## src/rtl/core_inst_seq.sv

```systemverilog
// Per-core instruction sequencer: replays K load, execute, ofifo->pmem move
// and SFP normalization as a registered 19-bit core instruction stream.
module core_inst_seq #(
    parameter int COL         = 8,
    parameter int TOTAL_CYCLE = 8,
    parameter int GAP_LEN     = 10,
    parameter int SFP_LEN     = 10,
    parameter int ACC_ON      = 2,
    parameter int ACC_OFF     = 4,
    parameter int DIV_ON      = 6
) (
    input  logic        clk,
    input  logic        reset,
    input  logic        start,
    input  logic        stall,
    output logic [18:0] inst,
    output logic        busy,
    output logic        done,
    output logic [2:0]  phase
);

    typedef enum logic [2:0] {
        IDLE   = 3'd0,
        KLOAD  = 3'd1,
        EXEC   = 3'd2,
        MOVE   = 3'd3,
        SFP    = 3'd4,
        DONE   = 3'd5,
        GAP    = 3'd6,
        KDRAIN = 3'd7
    } state_t;

    localparam logic [7:0] COL_L   = 8'(COL);
    localparam logic [7:0] TC_L    = 8'(TOTAL_CYCLE - 1);
    localparam logic [3:0] TC_V    = 4'(TOTAL_CYCLE - 1);
    localparam logic [7:0] GAP_L   = 8'(GAP_LEN - 1);
    localparam logic [7:0] SFP_L   = 8'(SFP_LEN - 1);
    localparam logic [7:0] ACC_ONL = 8'(ACC_ON);
    localparam logic [7:0] ACC_OFL = 8'(ACC_OFF);
    localparam logic [7:0] DIV_ONL = 8'(DIV_ON);

    // load, kmem_rd, execute, qmem_rd, ofifo_rd, pmem_wr, pmem_rd
    localparam logic [18:0] STROBES = 19'h100EB;

    state_t      state, n_state;
    state_t      nphase, n_nphase;
    logic [7:0]  idx, n_idx;
    logic [3:0]  vec, n_vec;
    logic [18:0] word;
    logic        hold;

    always_comb begin
        n_state  = state;
        n_nphase = nphase;
        n_idx    = idx + 8'd1;
        n_vec    = vec;
        unique case (state)
            IDLE: begin
                n_idx = 8'd0;
                if (start) n_state = KLOAD;
            end
            KLOAD: begin
                if (idx == COL_L) begin
                    n_state = KDRAIN;
                    n_idx   = 8'd0;
                end
            end
            KDRAIN: begin
                n_state  = GAP;
                n_idx    = 8'd0;
                n_nphase = EXEC;
            end
            GAP: begin
                if (idx == GAP_L) begin
                    n_state = nphase;
                    n_idx   = 8'd0;
                end
            end
            EXEC: begin
                if (idx == TC_L) begin
                    n_state  = GAP;
                    n_idx    = 8'd0;
                    n_nphase = MOVE;
                end
            end
            MOVE: begin
                if (idx == TC_L) begin
                    n_state  = GAP;
                    n_idx    = 8'd0;
                    n_nphase = SFP;
                end
            end
            SFP: begin
                if (idx == SFP_L) begin
                    n_idx = 8'd0;
                    if (vec == TC_V) n_state = DONE;
                    else             n_vec   = vec + 4'd1;
                end
            end
            DONE: begin
                n_state = IDLE;
                n_idx   = 8'd0;
            end
            default: begin
                n_state = IDLE;
                n_idx   = 8'd0;
            end
        endcase
        if (n_state != SFP) n_vec = 4'd0;
    end

    // Word for the position about to be issued; registered below.
    always_comb begin
        word = '0;
        unique case (n_state)
            KLOAD: begin
                word[6] = 1'b1;
                word[3] = (n_idx != 8'd0);
                if (n_idx >= 8'd2) word[15:12] = n_idx[3:0] - 4'd1;
            end
            KDRAIN: word[6] = 1'b1;
            EXEC: begin
                word[7]     = 1'b1;
                word[5]     = 1'b1;
                word[15:12] = n_idx[3:0];
            end
            MOVE: begin
                word[16]   = 1'b1;
                word[0]    = 1'b1;
                word[11:8] = n_idx[3:0];
            end
            SFP: begin
                word[1]    = 1'b1;
                word[11:8] = n_vec;
                word[17]   = (n_idx >= ACC_ONL) && (n_idx < ACC_OFL);
                word[18]   = (n_idx >= DIV_ONL);
            end
            default: word = '0;
        endcase
    end

    assign hold  = stall && (state != IDLE) && (state != DONE);
    assign phase = state;

    // A stalled position is not consumed: it is re-issued in full on resume.
    always_ff @(posedge clk) begin
        if (reset) begin
            state  <= IDLE;
            nphase <= EXEC;
            idx    <= 8'd0;
            vec    <= 4'd0;
            inst   <= '0;
            busy   <= 1'b0;
            done   <= 1'b0;
        end else if (hold) begin
            inst <= word & ~STROBES;
            done <= 1'b0;
        end else begin
            state  <= n_state;
            nphase <= n_nphase;
            idx    <= n_idx;
            vec    <= n_vec;
            inst   <= word;
            busy   <= (n_state != IDLE);
            done   <= (n_state == DONE);
        end
    end

endmodule

```

## config.mk

```make
export PLATFORM = sky130hd
export DESIGN_NAME = core_inst_seq
export DESIGN_NICKNAME = d
export VERILOG_FILES = /design/src/rtl/core_inst_seq.sv
export SDC_FILE = /design/constraint.sdc
export NUM_CORES = 1
export LEC_CHECK = 0
export CAP_MARGIN = 20
export CORE_UTILIZATION = 59
export CTS_CLUSTER_DIAMETER = 100
export DETAILED_ROUTE_END_ITERATION = 7
export PLACE_DENSITY = 0.85
export SETUP_SLACK_MARGIN = 0.4
export SYNTH_ARGS = -nofsm -noshare
export SYNTH_HDL_FRONTEND = slang
export SYNTH_SLANG_ARGS = --single-unit
```

## constraint.sdc

```tcl
create_clock -name clk -period 5.5 [get_ports clk]
set_input_delay 1.1 -clock clk [delete_from_list [all_inputs] [get_ports clk]]
set_output_delay 1.1 -clock clk [all_outputs]
set_load 0.02 [all_outputs]
```

==> results of run 1 <==
-- area by class of cell --
class	count	area share (%)
inverter	8	1.24
sequential	35	29.0
clock buffer	6	1.71
multi-input combinational	199	52.6
clock inverter	2	2.48
timing repair buffer	26	10.7
tap	46	2.38
-- power groups by stage --
stage               sequential, mW  clock, mW  combinational (mW)
floorplan                    0.277          0              0.0648
CTS                          0.269      0.234              0.0962
global placement             0.275          0              0.0933
detailed placement           0.275          0              0.0952
finish                       0.269      0.234              0.0973
global route                 0.271      0.243               0.107
-- layer usage --
layer  routed length [µm]  up-vias  global-route usage [%]
li1                     -      977                       -
met5                    0        -                       0
met2                 2310       81                    43.2
met4                   82        0                    9.21
met3                  332       12                    7.56
met1                 2270      926                    37.5
-- worst max-delay path, delay by kind of cell, from the launching register on --
family	cells	cell delay (ns)
compound gates	4	1.26
fa+ha+maj	1	0.18
flops	1	0.42
simple gates	3	1.12
-- Yosys cell counts (3+ instances only) --
cell,instances
sky130_fd_sc_hd__nor2b_1,5
sky130_fd_sc_hd__a21oi_1,20
sky130_fd_sc_hd__nand4_1,5
sky130_fd_sc_hd__mux2i_1,3
sky130_fd_sc_hd__ha_1,7
sky130_fd_sc_hd__dfxtp_1,35
sky130_fd_sc_hd__a31oi_1,3
sky130_fd_sc_hd__a21o_1,3
sky130_fd_sc_hd__o21ai_0,17
sky130_fd_sc_hd__clkbuf_1,5
sky130_fd_sc_hd__o31ai_1,3
sky130_fd_sc_hd__nand2_1,27
sky130_fd_sc_hd__buf_2,4
sky130_fd_sc_hd__and2_1,5
sky130_fd_sc_hd__nor2_1,20
sky130_fd_sc_hd__buf_4,5
sky130_fd_sc_hd__inv_1,7
sky130_fd_sc_hd__nor3_1,11
sky130_fd_sc_hd__nor4_1,4
sky130_fd_sc_hd__o32ai_1,6
sky130_fd_sc_hd__o22ai_1,3
sky130_fd_sc_hd__nand2b_1,5
-- registers in the layout (all words and copies together) (netlist names) --
signal  flops
busy        1
done        1
idx         8
inst       15
nphase      3
phase       3
vec         4
-- worst paths after layout --
path,startpoint,endpoint,cells past startpoint
max reg2reg,idx[5]$_SDFFE_PP0N_,inst[15]$_SDFF_PP0_,8
min reg2reg,nphase[2]$_SDFFE_PP0P_,nphase[2]$_SDFFE_PP0P_,2
max,idx[5]$_SDFFE_PP0N_,inst[15]$_SDFF_PP0_,8
min,nphase[2]$_SDFFE_PP0P_,nphase[2]$_SDFFE_PP0P_,2
-- cells by family after synthesis --
family                   after synthesis  share of synthesized area, %
XOR/XNOR                               3                          1.25
multiplexers                           4                          1.97
flip-flops                            35                          33.4
other                                  1                         0.179
AND/OR/NAND/NOR                      111                          30.7
adder cells (fa/ha/maj)                7                          4.18
AO/OA/AOI/OAI                         72                          22.2
buffers and inverters                 24                          6.15
-- per-stage QoR --
stage	setup slack [ns]	cell area (µm²)	instances
final	2.42	2420	322
after floorplan	3.04	2100	258
after detailed placement	2.45	2320	314
after CTS	2.50	2420	322
after global placement	2.52	2320	314
after global routing	2.22	2420	322
==> results_dict.tcl, run 1 <==
set metrics [dict create \
    synth_edf_count 0 \
    seq_power_share_pct 44.9 \
    fin_nets 286 \
    post_cts_hold_buffers 0 \
    number_of_setup_violations_in_the_final_report 0 \
    routability_congestion_estimate 0.901 \
    post_cts.repair.setup_buffers 0 \
    synth.top_cell.area_share_pct 33.4 \
    yosysWarningCount 0 \
    initial_standard_cell_utilization_of_the_core_pct 62.4 \
    holdCritPathClass "flop to flop" \
    final_core_util_pct 71.9 \
    final.setup_skew_ns 0.0147 \
    clock_tree.root_cell "sky130_fd_sc_hd__clkbuf_4" \
    yosys.cell_types.count 65 \
    grt_max_degree 24 \
    synth.avg_cell_area_um2 8.16 \
    crit_path_cell_trace "nor4_4, a21oi_1, o21ai_0, nand2b_1, ha_1, or2_1, o211ai_2, o32ai_1" \
    finalWirelength_um 5000 \
    crit_path_max_fanout 11 \
    area.growth.synth_to_final_pct 15.3 \
    detailedRoute.firstPassIterationCount 4 \
    power_per_cell_area_mw_per_mm2 248 \
    grt_antenna_before_repair 0 \
    crit_path_end_kind "flop" \
    cts.path.max_buffers 2 \
    route.vias.total 1996 \
    die_outline_area_mm2 0.00380 \
    outcome "completed" \
    clock_tree_from_tritoncts "yes" \
    clk_transition_reported_paths_ns 0.12 \
    max_freq_mhz 325 \
    hold_fails_final_rpt 0 \
    route.detailed.vias_per_inst 6.20 \
    overall_power_mw 0.600 \
    wire_length_of_the_first_global_routing_pass_um 7650 \
    slew_headroom_pct 47.3 \
    power.share.combinational_pct 16.2 \
    insertedDiodeCount 0 \
    top_post_synthesis_cells_by_area "sky130_fd_sc_hd__dfxtp_1 (33%), sky130_fd_sc_hd__nand2_1 (4.8%), sky130_fd_sc_hd__a21oi_1 (4.8%), sky130_fd_sc_hd__ha_1 (4.2%), sky130_fd_sc_hd__o21ai_0 (4.1%)" \
    peakVddDrop_mv 0.170 \
    io_buffer_count 25 \
    timing.critical_path.required_ns 5.77 \
    syn-cell-area_mm2 0.00210 \
    grt_setup_unrepaired "no" \
    track_usage_pct 27.9 \
    antenna_left 0 \
    vias_in_the_first_global_route 1631 \
    floorplan.rows 21 \
    cts-buffers-inserted 5 \
    slowest_delay_ns 0.66 \
    avgRoutedWirePerCell_um 15.5 \
    syn-instance-count 257 \
    final-seq-area_um2 701 \
    power.switching_mw 0.162 \
    setup_slack_of_the_worst_register_to_register_path_ns 2.42 \
    htreeDepth 2 \
    cp_slowest_cell "sky130_fd_sc_hd__nor4_4" \
    worst_ep_arrival_time_ns 3.35 \
    pwr-share-clk_pct 38.9 \
    die_height_um 61.6 \
    count_of_boundary_i_o_pins 28 \
    p_leak_nw 0.934 \
    fillers 275 \
    ys_ff_latch 35 \
    cap_violations 0 \
    synth_largest_area_cell "sky130_fd_sc_hd__dfxtp_1" \
    clkSinkCount 35 \
    finalSetupTns_ns 0 \
    worst_slew_pin_slew_ns 0.789 \
    dpl.hpwl_um 3470 \
    postSynth.asyncResetShare_pct 0 \
    worstSetupStartpointType "flop" \
    die_wd_um 61.6 \
    globalRouteOverflowTotal 0 \
    synth_sequential_area_ratio_pct 33.4 \
    layout_common_cells "sky130_fd_sc_hd__dfxtp_1 (35), sky130_fd_sc_hd__nand2_1 (27), sky130_fd_sc_hd__clkdlybuf4s50_1 (25)" \
    clk-insertion-delay-late_ns 0.36 \
    floorplan.core_area_mm2 0.00336 \
    final_period_minus_worst_setup_slack_ns 3.08 \
    drcViolationCount 0 \
    detail_route.iter0.violations 169 \
    layout-drive-gt1-share_pct 9.42 \
    synth_ff_type "sky130_fd_sc_hd__dfxtp_1" \
    final_min_period_over_clock_period_pct 56.0 \
    internal_power_mw 0.439 \
    multiInputGateArea_mm2 0.00127 \
    cts_repair_resize_count 0 \
    layout.cells.most_common "sky130_fd_sc_hd__dfxtp_1" \
    final-max-slew-violation-count 0 \
    power.share.switching_pct 26.9 \
    fin_worst_hold_slack_ns 0.489 \
    timing.setup.critical_path_class "flop to flop" \
]
(Power assumes the default switching activity.)
==> inputs of run 2 (changes only) <==
Settings changed: CORE_UTILIZATION 59 to 49, PLACE_DENSITY 0.85 to 0.75.
Clock period 5.5 ns to 2.6 ns, I/O delays scaled along.
==> results_dict.tcl, run 2 (synthesized netlist as in run 1, its figures left out) <==
set metrics [dict create \
    die_outline_area_mm2 0.00455 \
    timing.setup.critical_path_class "flop to flop" \
    drcViolationCount 0 \
    clk-insertion-delay-late_ns 0.29 \
    fin_nets 321 \
    largest_register "inst" \
    clock_tree.root_cell "sky130_fd_sc_hd__clkbuf_8" \
    clkSinkCount 35 \
    vias_in_the_first_global_route 1927 \
    detailedRoute.firstPassIterationCount 4 \
    clock_tree_from_tritoncts "yes" \
    overall_power_mw 1.30 \
    number_of_setup_violations_in_the_final_report 0 \
    area.growth.synth_to_final_pct 42.9 \
    layout_common_cells "sky130_fd_sc_hd__buf_4 (33), sky130_fd_sc_hd__dfxtp_1 (28), sky130_fd_sc_hd__nand2_1 (26)" \
    cts-buffers-inserted 5 \
    die_wd_um 67.4 \
    post_cts_hold_buffers 0 \
    worst_slew_pin_slew_ns 0.772 \
    routability_congestion_estimate 0.902 \
    final.setup_skew_ns 0.00458 \
    cts.path.max_buffers 2 \
    wire_length_of_the_first_global_routing_pass_um 9150 \
    route.vias.total 2189 \
    worstSetupStartpointType "flop" \
    count_of_boundary_i_o_pins 28 \
    dpl.hpwl_um 3830 \
    finalSetupTns_ns 0 \
    peakVddDrop_mv 0.278 \
    crit_path_end_kind "flop" \
    fillers 291 \
    holdCritPathClass "flop to flop" \
    clk_transition_reported_paths_ns 0.07 \
    final-max-slew-violation-count 0 \
    max_freq_mhz 451 \
    finalWirelength_um 6280 \
    layout.cells.most_common "sky130_fd_sc_hd__buf_4" \
    internal_power_mw 0.902 \
    grt_max_degree 19 \
    floorplan.rows 23 \
    power.share.combinational_pct 24.9 \
    globalRouteOverflowTotal 0 \
    hold_depth 2 \
    cap_violations 0 \
    final_period_minus_worst_setup_slack_ns 2.22 \
    track_usage_pct 26.9 \
    die_height_um 67.4 \
    pwr-share-clk_pct 31.2 \
    antenna_left 0 \
    route.detailed.vias_per_inst 6.08 \
    detail_route.iter0.violations 192 \
    final_min_period_over_clock_period_pct 85.2 \
    seq_power_share_pct 43.9 \
    htreeDepth 2 \
    p_leak_nw 1.17 \
    power.share.switching_pct 30.5 \
    largest_registers "inst (15), idx (8), vec (4)" \
    crit_path_max_fanout 5 \
    layout-drive-gt1-share_pct 34.2 \
    io_buffer_count 25 \
    floorplan.core_area_mm2 0.00406 \
    initial_standard_cell_utilization_of_the_core_pct 51.7 \
    r2r.worst_path.cells 11 \
    grt_setup_unrepaired "yes" \
    slew_headroom_pct 48.2 \
    worst_ep_arrival_time_ns 2.38 \
    insertedDiodeCount 0 \
    timing.critical_path.required_ns 2.76 \
    power_per_cell_area_mw_per_mm2 433 \
    grt_antenna_before_repair 0 \
    largest_register_ffs 15 \
    outcome "completed" \
    hold_fails_final_rpt 0 \
    power.switching_mw 0.396 \
    avgRoutedWirePerCell_um 17.5 \
]
run 2: area by class of cell:
cell class                 instances  area (µm²)  share of cell area, %
timing repair buffer              61         532                   17.7
clock buffer                       6        82.6                   2.76
inverter                           8        40.0                   1.34
sequential                        35         717                   23.9
multi-input combinational        199        1560                   52.0
clock inverter                     1        5.00                  0.167
tap                               50        62.6                   2.09
run 2: power by group through the flow:
stage                     Combinational [mW]  Sequential [mW]  Clock [mW]
after CTS                              0.261            0.567       0.403
after floorplan                        0.146            0.586           0
after global placement                 0.227            0.578           0
after detailed placement               0.227            0.579           0
after global routing                   0.348            0.573       0.429
final                                  0.323            0.570       0.405
run 2: worst max-delay path, cell delays in order, from the launching register on:
cell	delay [ns]
sky130_fd_sc_hd__dfxtp_4	0.38
sky130_fd_sc_hd__inv_4	0.07
sky130_fd_sc_hd__ha_4	0.11
sky130_fd_sc_hd__and4bb_2	0.33
sky130_fd_sc_hd__and3_4	0.26
sky130_fd_sc_hd__nor2_4	0.06
sky130_fd_sc_hd__nand2_4	0.08
sky130_fd_sc_hd__inv_6	0.04
sky130_fd_sc_hd__ha_4	0.14
sky130_fd_sc_hd__or2_4	0.25
sky130_fd_sc_hd__o211ai_4	0.23
sky130_fd_sc_hd__o32ai_2	0.13
run 2: metrics by stage:
| step | worst slack (ns) | instance area (µm²) | hold slack [ns] | util (%) | cells |
|---|---|---|---|---|---|
| finish | 0.384 | 3000 | 0.507 | 73.9 | 360 |
| global route | 0.313 | 3000 | 0.539 | 73.9 | 360 |
| CTS | 0.378 | 2730 | 0.498 | 67.4 | 348 |
| detailed placement | 0.137 | 2460 | 0.485 | 60.7 | 332 |
| global placement | 0.195 | 2460 | 0.478 | 60.7 | 332 |
| floorplan | 0.413 | 2130 | 0.454 | - | 258 |
run 2: metal layers:
metal	track usage [%]	share of wire [%]	vias to the layer above
met3	5.74	4.9	15
met4	8.78	2.6	0
met1	34.4	42	1049
met5	0	0	-
li1	-	-	1044
met2	44.6	50	81
run 2: final timing paths:
path	startpoint	end	slack [ns]
max	idx[0]$_SDFFE_PP0N_	inst[15]$_SDFF_PP0_	0.38
min	nphase[1]$_SDFFE_PP1P_	nphase[1]$_SDFFE_PP1P_	0.51
max reg2reg	idx[0]$_SDFFE_PP0N_	inst[15]$_SDFF_PP0_	0.38
min reg2reg	nphase[1]$_SDFFE_PP1P_	nphase[1]$_SDFFE_PP1P_	0.51
run 2: timing repair:
item | 4_1_cts | 5_1_grt
setup endpoints to repair | 20 | 16
pin swaps | 9 | 18
gates resized for setup | 30 | 36
gates cloned | 0 | 0
endpoints found under the hold margin | 0 | 0
buffers inserted | 9 | 12
==> inputs of run 3 (changes only) <==
Settings changed: GPL_TIMING_DRIVEN set to 0.
==> results_dict.tcl, run 3 (synthesized netlist as in run 1, its figures left out) <==
set metrics [dict create \
    grt_max_degree 12 \
    detailedRoute.firstPassIterationCount 5 \
    slew_headroom_pct 53.0 \
    htreeDepth 2 \
    area.growth.synth_to_final_pct 43.1 \
    wire_length_of_the_first_global_routing_pass_um 9580 \
    route.detailed.vias_per_inst 6.02 \
    peakVddDrop_mv 0.303 \
    layout.cells.most_common "sky130_fd_sc_hd__buf_4" \
    timing.critical_path.required_ns 2.77 \
    critical_path.startpoint "idx[1]$_SDFFE_PP0N_" \
    cp.depth 10 \
    drcViolationCount 0 \
    slowest_delay_ns 0.39 \
    crit_path_max_fanout 4 \
    timing.critical_path.max_delay_family "compound AO/OA/AOI/OAI gates" \
    path_buf_inv 1 \
    clk_transition_reported_paths_ns 0.08 \
    detail_route.iter0.violations 207 \
    final_core_util_pct 73.9 \
    io_buffer_count 24 \
    die_outline_area_mm2 0.00455 \
    die_wd_um 67.4 \
    largest_register "inst" \
    critical_path.reg2reg.startpoint "idx[1]$_SDFFE_PP0N_" \
    internal_power_mw 0.873 \
    finalSetupTns_ns 0 \
    floorplan.core_area_mm2 0.00406 \
    count_of_boundary_i_o_pins 28 \
    max_freq_mhz 448 \
    die_height_um 67.4 \
    final-max-slew-violation-count 0 \
    grt_setup_unrepaired "yes" \
    seq_power_share_pct 44.2 \
    cp_common_cell "sky130_fd_sc_hd__ha_4" \
    power.share.switching_pct 31.7 \
    clk-insertion-delay-late_ns 0.30 \
    dpl.hpwl_um 3840 \
    r2r.worst_path.cells 10 \
    avgRoutedWirePerCell_um 17.2 \
    worstSetupStartpointType "flop" \
    worstHoldEndpoint "nphase[2]$_SDFFE_PP0P_" \
    power.share.combinational_pct 24.6 \
    fin_nets 332 \
    final.setup_skew_ns 0.00637 \
    setup_slack_of_the_worst_register_to_register_path_ns 0.37 \
    number_of_setup_violations_in_the_final_report 0 \
    timing.setup.critical_path_class "flop to flop" \
    power_per_cell_area_mw_per_mm2 426 \
    track_usage_pct 28.8 \
    largest_registers "inst (15), idx (8), vec (4)" \
    clock_tree.root_cell "sky130_fd_sc_hd__clkbuf_8" \
    hold_wc_startpoint "nphase[2]$_SDFFE_PP0P_" \
    vias_in_the_first_global_route 1981 \
    clock_tree_from_tritoncts "yes" \
    holdCritPathClass "flop to flop" \
    globalRouteOverflowTotal 0 \
    cts.path.max_buffers 2 \
    outcome "completed" \
    cp_slowest_cell "sky130_fd_sc_hd__dfxtp_4" \
    finalWirelength_um 6410 \
    multiInputGateArea_mm2 0.00150 \
    route.vias.total 2238 \
    crit_path_end_kind "flop" \
    antenna_left 0 \
    largest_register_ffs 15 \
    final-seq-area_um2 723 \
    fillers 275 \
    hold_depth 2 \
    final_period_minus_worst_setup_slack_ns 2.23 \
    cap_violations 0 \
    worst_ep_arrival_time_ns 2.40 \
    worst_slew_pin_slew_ns 0.698 \
    initial_standard_cell_utilization_of_the_core_pct 51.7 \
    pwr-share-clk_pct 31.2 \
    layout_common_cells "sky130_fd_sc_hd__buf_4 (36), sky130_fd_sc_hd__nand2_1 (25), sky130_fd_sc_hd__dfxtp_1 (25)" \
    power.switching_mw 0.405 \
    layout-drive-gt1-share_pct 33.5 \
    final_min_period_over_clock_period_pct 85.9 \
    hold_fails_final_rpt 0 \
    cts-buffers-inserted 5 \
    crit_path_cell_trace "inv_4, ha_4, and3b_2, a21oi_4, o21ai_4, nand2b_4, ha_4, or2_1, o211ai_2, o32ai_1" \
    routability_congestion_estimate 0.930 \
    clkSinkCount 35 \
    regToRegEndpoint "inst[15]$_SDFF_PP0_" \
    grt_antenna_before_repair 0 \
    floorplan.rows 23 \
    p_leak_nw 1.19 \
    insertedDiodeCount 0 \
]
## run 3: what timing repair did
action | in CTS | in global routing
resized for setup | 28 | 34
buffers inserted | 14 | 17
pin swaps | 14 | 20
hold buffers | 0 | 0
endpoints found under the setup margin | 16 | 25
## run 3: tightest hold or removal path, stage by stage, from the launching register on
cell and delay (ns):
sky130_fd_sc_hd__dfxtp_1 0.32, sky130_fd_sc_hd__o21ai_0 0.07, sky130_fd_sc_hd__a21oi_1 0.06
## run 3: power groups by stage
stage / Clock, mW / Sequential [mW] / Combinational, mW
2_1_floorplan: 0 / 0.586 / 0.146
3_3_place_gp: 0 / 0.576 / 0.219
3_5_place_dp: 0 / 0.576 / 0.224
4_1_cts: 0.404 / 0.562 / 0.265
5_1_grt: 0.420 / 0.566 / 0.340
6_report: 0.399 / 0.565 / 0.315
## run 3: through the flow
step | setup WS (ns) | cell area, µm² | cells | hold slack [ns] | power, mW
after floorplan | 0.413 | 2130 | 258 | 0.454 | 0.732
after global placement | 0.0548 | 2440 | 332 | 0.478 | 0.795
after detailed placement | 0.0965 | 2440 | 333 | 0.481 | 0.800
after CTS | 0.400 | 2740 | 355 | 0.492 | 1.23
after global routing | 0.275 | 3000 | 372 | 0.524 | 1.33
final | 0.367 | 3000 | 372 | 0.493 | 1.28
## run 3: worst max path at each step
stage	endpoint	slack (ns)
finish	inst[15]$_SDFF_PP0_	0.37
global placement	vec[0]$_SDFFE_PP0N_	0.05
CTS	inst[15]$_SDFF_PP0_	0.40
floorplan	inst[14]$_SDFF_PP0_	0.41
detailed placement	inst[14]$_SDFF_PP0_	0.1
global route	inst[15]$_SDFF_PP0_	0.27
## run 3: metal layers
metal  part of all wire, %  GRT usage, %  up-vias  routed length (µm)
met1                    42          36.9     1057                2720
li1                      -             -     1071                   -
met3                   5.9          4.90       14                 380
met2                    50          46.8       96                3180
met4                   2.0          13.3        0                 131
met5                     0             0        -                   0
## run 3: area by class of cell
type	instances	area share [%]
Buffer	16	3.59
Clock inverter	2	0.417
Sequential cell	35	24.1
Inverter	8	1.25
Multi-Input combinational cell	199	50.0
Timing Repair Buffer	56	16.1
Clock buffer	6	2.42
Tap cell	50	2.09
==> RTL change 1, RTL diff (settings of run 3) <==
Compare `idx` against `TC_L` with >= in place of ==.
--- a/src/rtl/core_inst_seq.sv
+++ b/src/rtl/core_inst_seq.sv
@@ -86,3 +86,3 @@
             MOVE: begin
-                if (idx == TC_L) begin
+                if (idx >= TC_L) begin
                     n_state  = GAP;
Behaviour: same outputs for any inputs over 10 cycles, from zero or initial values and one cycle with reset high; that may be too few to reach the edited logic, so the function may still have changed.
==> RTL change 1 against run 3 <==
- the flow now finishes with violations (setup timing)
- synthesized area up 1.5%
- highest routed layer unchanged
- critical path depth up 1
- power up 5.5%
- clock power down 2%
- wire length up 16%
- non-clock buffer count up 5
- first-iteration DRC count up 55%
- setup slack worse by 0.51 ns
- final area up 5.8%
- sequential share of layout area down 2.0 points
- sequential cell count unchanged
- count of clock-buffer cells in the layout up 1
- critical endpoint is now vec[0]$_SDFFE_PP0N_
==> RTL change 1: results <==
synthesis:
  yosys-top-cells-count: "dfxtp_1 (35), nand2_1 (24), nor2_1 (20)"
  postSynthAreaPerCell_um2: 8.062
  yosys-top-cells-area: "dfxtp_1 (33%), a21oi_1 (4.5%), nand2_1 (4.2%)"
  synth_xor_area_share_pct: 3.292
  ys_seq_area_share_pct: 32.92
  synth-compound-area-share_pct: 19.46
  synth_cell_type_count: 56
  synthMuxAreaShare_pct: 2.410
  synth_adder_area_share_pct: 4.115
layout:
  drive_above_1_share_pct: 33.54
  fin_cells: 378
  top_regs: "inst: 15 flops, idx: 8 flops, vec: 4 flops"
  nets: 338
  fillers: 268
  n_antenna_cell: 0
min_path:
  whs_path_depth: 2
global_route:
  grt_pass1_wl_um: 9867
  grt_pass1_vias: 2002
  track_usage_pct: 29.39
  grt_max_degree: 11
  grt-ovfl-total: 0
status:
  violations: "setup timing"
  status: "complete, but fails checks"
power:
  ir_drop_v: 0.0003168
  power_leakage_nw: 1.140
setup_path:
  cp_slowest_stage_delay_ns: 0.53
  crit_fanout: 6
  cpMaxStageDelayCell: "or4_4"
  rr_endpoint: "vec[0]$_SDFFE_PP0N_"
  critPathLaunch: "idx[4]$_SDFFE_PP0N_"
  cp_data_arrival_time_ns: 2.93
  reg2reg_depth: 11
clock_tree:
  numCtsBuffers: 5
  root_buffer: "clkbuf_8"
drt:
  drt_iter0_drc: 320
  wire_per_inst_um: 19.75
  antenna_left: 0
  vias_per_cell: 6.243
  dr.pass1.iters: 6
placed_design:
  io_buffer_count: 25
  hpwl_um: 3909
  post-place-ws_ns: -0.2485
  gp_congestion: 0.9430
  placedCellCount: 340
timing:
  skew_ns: 0.007889
  setup-violations-final: 19
  worst_pin_slew_ns: 0.7465
  tns_ns: -1.430
  layout_setup_ws_ns: -0.1440
==> RTL change 1: worst max path at each step <==
stage                                to  depth (start not counted)
floorplan           inst[12]$_SDFF_PP0_                         11
CTS                 inst[12]$_SDFF_PP0_                          9
finish              vec[0]$_SDFFE_PP0N_                         11
global placement     inst[3]$_SDFF_PP0_                         10
detailed placement   inst[3]$_SDFF_PP0_                         10
global route        inst[15]$_SDFF_PP0_                          9
==> RTL change 1: where the power goes <==
part           total (mW)  internal [mW]  switching [mW]
Combinational       0.393          0.170           0.223
Clock               0.390          0.188           0.201
Sequential          0.566          0.551          0.0150
Total                1.35          0.909           0.439
==> RTL change 1: layout make-up <==
class | count | share of cell area [%]
repair buffers | 55 | 16.95
clock inverters | 1 | 0.1577
well taps | 50 | 1.971
inverters | 10 | 1.261
multi-input cells | 198 | 50.53
flip-flops and latches | 35 | 22.11
clock buffers | 7 | 2.404
plain buffers | 22 | 4.612
==> RTL change 1: timing repair <==
item | 4_1_cts | 5_1_grt
resized for setup | 43 | 50
pin swaps | 20 | 22
setup buffers | 17 | 13
endpoints found under the hold margin | 0 | 0
endpoints found under the setup margin | 30 | 35
==> RTL change 1: critical path, delay by kind of cell, from the launching register on <==
kind | cells | cell delay (ns)
buffers and inverters | 4 | 0.55
AND/OR/NAND/NOR | 4 | 0.92
AO/OA/AOI/OAI | 3 | 0.86
flip-flops | 1 | 0.32
==> RTL change 1: kinds of logic (layout without fill, tap and decap cells) <==
| group | Yosys count | after routing |
|---|---|---|
| DFF | 35 | 35 |
| AOI/OAI and AO/OA | 60 | 60 |
| and+or+nand+nor | 116 | 116 |
| muxes | 5 | 5 |
| buffers and inverters | 32 | 95 |
| xor gates and xnor gates | 8 | 8 |
| other | 1 | 2 |
| adders and majority gates | 7 | 7 |
==> RTL change 1: per-layer routing <==
metal / wire length (um) / vias up / track usage, %
met5: 0 / - / 0
met4: 289 / 0 / 10.94
met3: 577 / 38 / 5.667
met2: 3605 / 161 / 46.91
met1: 2994 / 1101 / 39.05
li1: - / 1060 / -
==> RTL change 1: per-stage QoR <==
stage                     instance area (um2)  utilization [%]  hold WS (ns)
after floorplan                          2170                -        0.4514
after global placement                   2482            60.75        0.4715
after detailed placement                 2482            60.75        0.4862
after CTS                                2873            70.30        0.4965
after global routing                     3174            77.68        0.5105
final                                    3174            77.68        0.4920
==> RTL change 2, RTL diff (flow settings as in run 3) <==
Made on the original files. `GAP_LEN`: 10 -> 8.
--- a/src/rtl/core_inst_seq.sv
+++ b/src/rtl/core_inst_seq.sv
@@ -5,3 +5,3 @@
     parameter int TOTAL_CYCLE = 8,
-    parameter int GAP_LEN     = 10,
+    parameter int GAP_LEN     = 8,
     parameter int SFP_LEN     = 10,
Function: same outputs for any inputs over 10 cycles, from zero or initial values and one cycle with reset high; that may be too few to reach the edited logic, so the function may still have changed.
==> RTL change 2 against run 3 <==
- the flow now finishes with violations (setup timing)
- final area fell by 0.17%
- power fell by 1.3%
- synthesized cell count did not move
- count of clock-buffer cells in the layout did not move
- wire length fell by 0.59%
- setup slack got worse by 0.56 ns
- first-iteration DRC count rose by 23%
- sequential cell count did not move
- synthesized area rose by 2.2%
- critical path type unchanged
- largest power group unchanged
- highest routed layer unchanged
==> RTL change 2: results <==
layout:
  multi_input_area_share_pct: 50.46
  buf_share_pct: 19.51
  fin_cells: 364
  nNonClkBuffers: 67
  multi_input_area_um2: 1511
  nNonClkInverters: 12
  register_area_um2: 704.4
  nets: 324
  drive_above_1_share_pct: 30.25
timing:
  setup-violations-final: 4
  layout_setup_ws_ns: -0.1957
  holdWs_ns: 0.5150
  skew_ns: 0.007622
  tns_ns: -0.6552
setup_path:
  critPathCapture: "inst[12]$_SDFF_PP0_"
  cpMaxStageDelayCell: "or4_4"
  rr_endpoint: "inst[12]$_SDFF_PP0_"
synthesis:
  synth-compound-area-share_pct: 22.48
  synth_adder_area_share_pct: 4.086
  synthMuxAreaShare_pct: 2.335
  synth_cell_type_count: 64
status:
  status: "complete, but fails checks"
  violations: "setup timing"
drt:
  wl_met1_um: 2726
  wirelength_um: 6373
placed_design:
  hpwl_um: 3888
  gp_congestion: 0.9235
  dpl_cell_area_um2: 2545
  post-place-ws_ns: -0.2312
min_path:
  hold_path_end: "nphase[0]$_SDFFE_PP0P_"
global_route:
  use_met3_pct: 5.167
  grtUsageMet2_pct: 45.83
clock_tree:
  cts_resized: 40
floorplanning:
  fp.dieW_um: 68.14
power:
  power_leakage_nw: 1.113
RTL change 2: cell count changes in the layout (fill, tap and decap cells not counted), moves of 6 or more:
cell / before / now
nand2_1: 25 / 13
nand3b_1: 1 / 7
nor2_1: 18 / 26
o21ai_0: 14 / 6
dfxtp_1: 25 / 32
buf_4: 36 / 23
RTL change 2: power groups by stage:
stage | Clock [mW] | Sequential (mW) | Combinational, mW
floorplan | 0 | 0.583 | 0.145
global placement | 0 | 0.571 | 0.220
detailed placement | 0 | 0.571 | 0.222
CTS | 0.395 | 0.559 | 0.293
global route | 0.423 | 0.562 | 0.329
finish | 0.390 | 0.561 | 0.311
RTL change 2: cells by family after synthesis:
| group | Yosys count |
|---|---|
| buffers and inverters | 31 |
| adders and majority gates | 7 |
| xor gates and xnor gates | 5 |
| and+or+nand+nor | 107 |
| DFF | 35 |
| muxes | 5 |
| other | 1 |
| AOI/OAI and AO/OA | 66 |
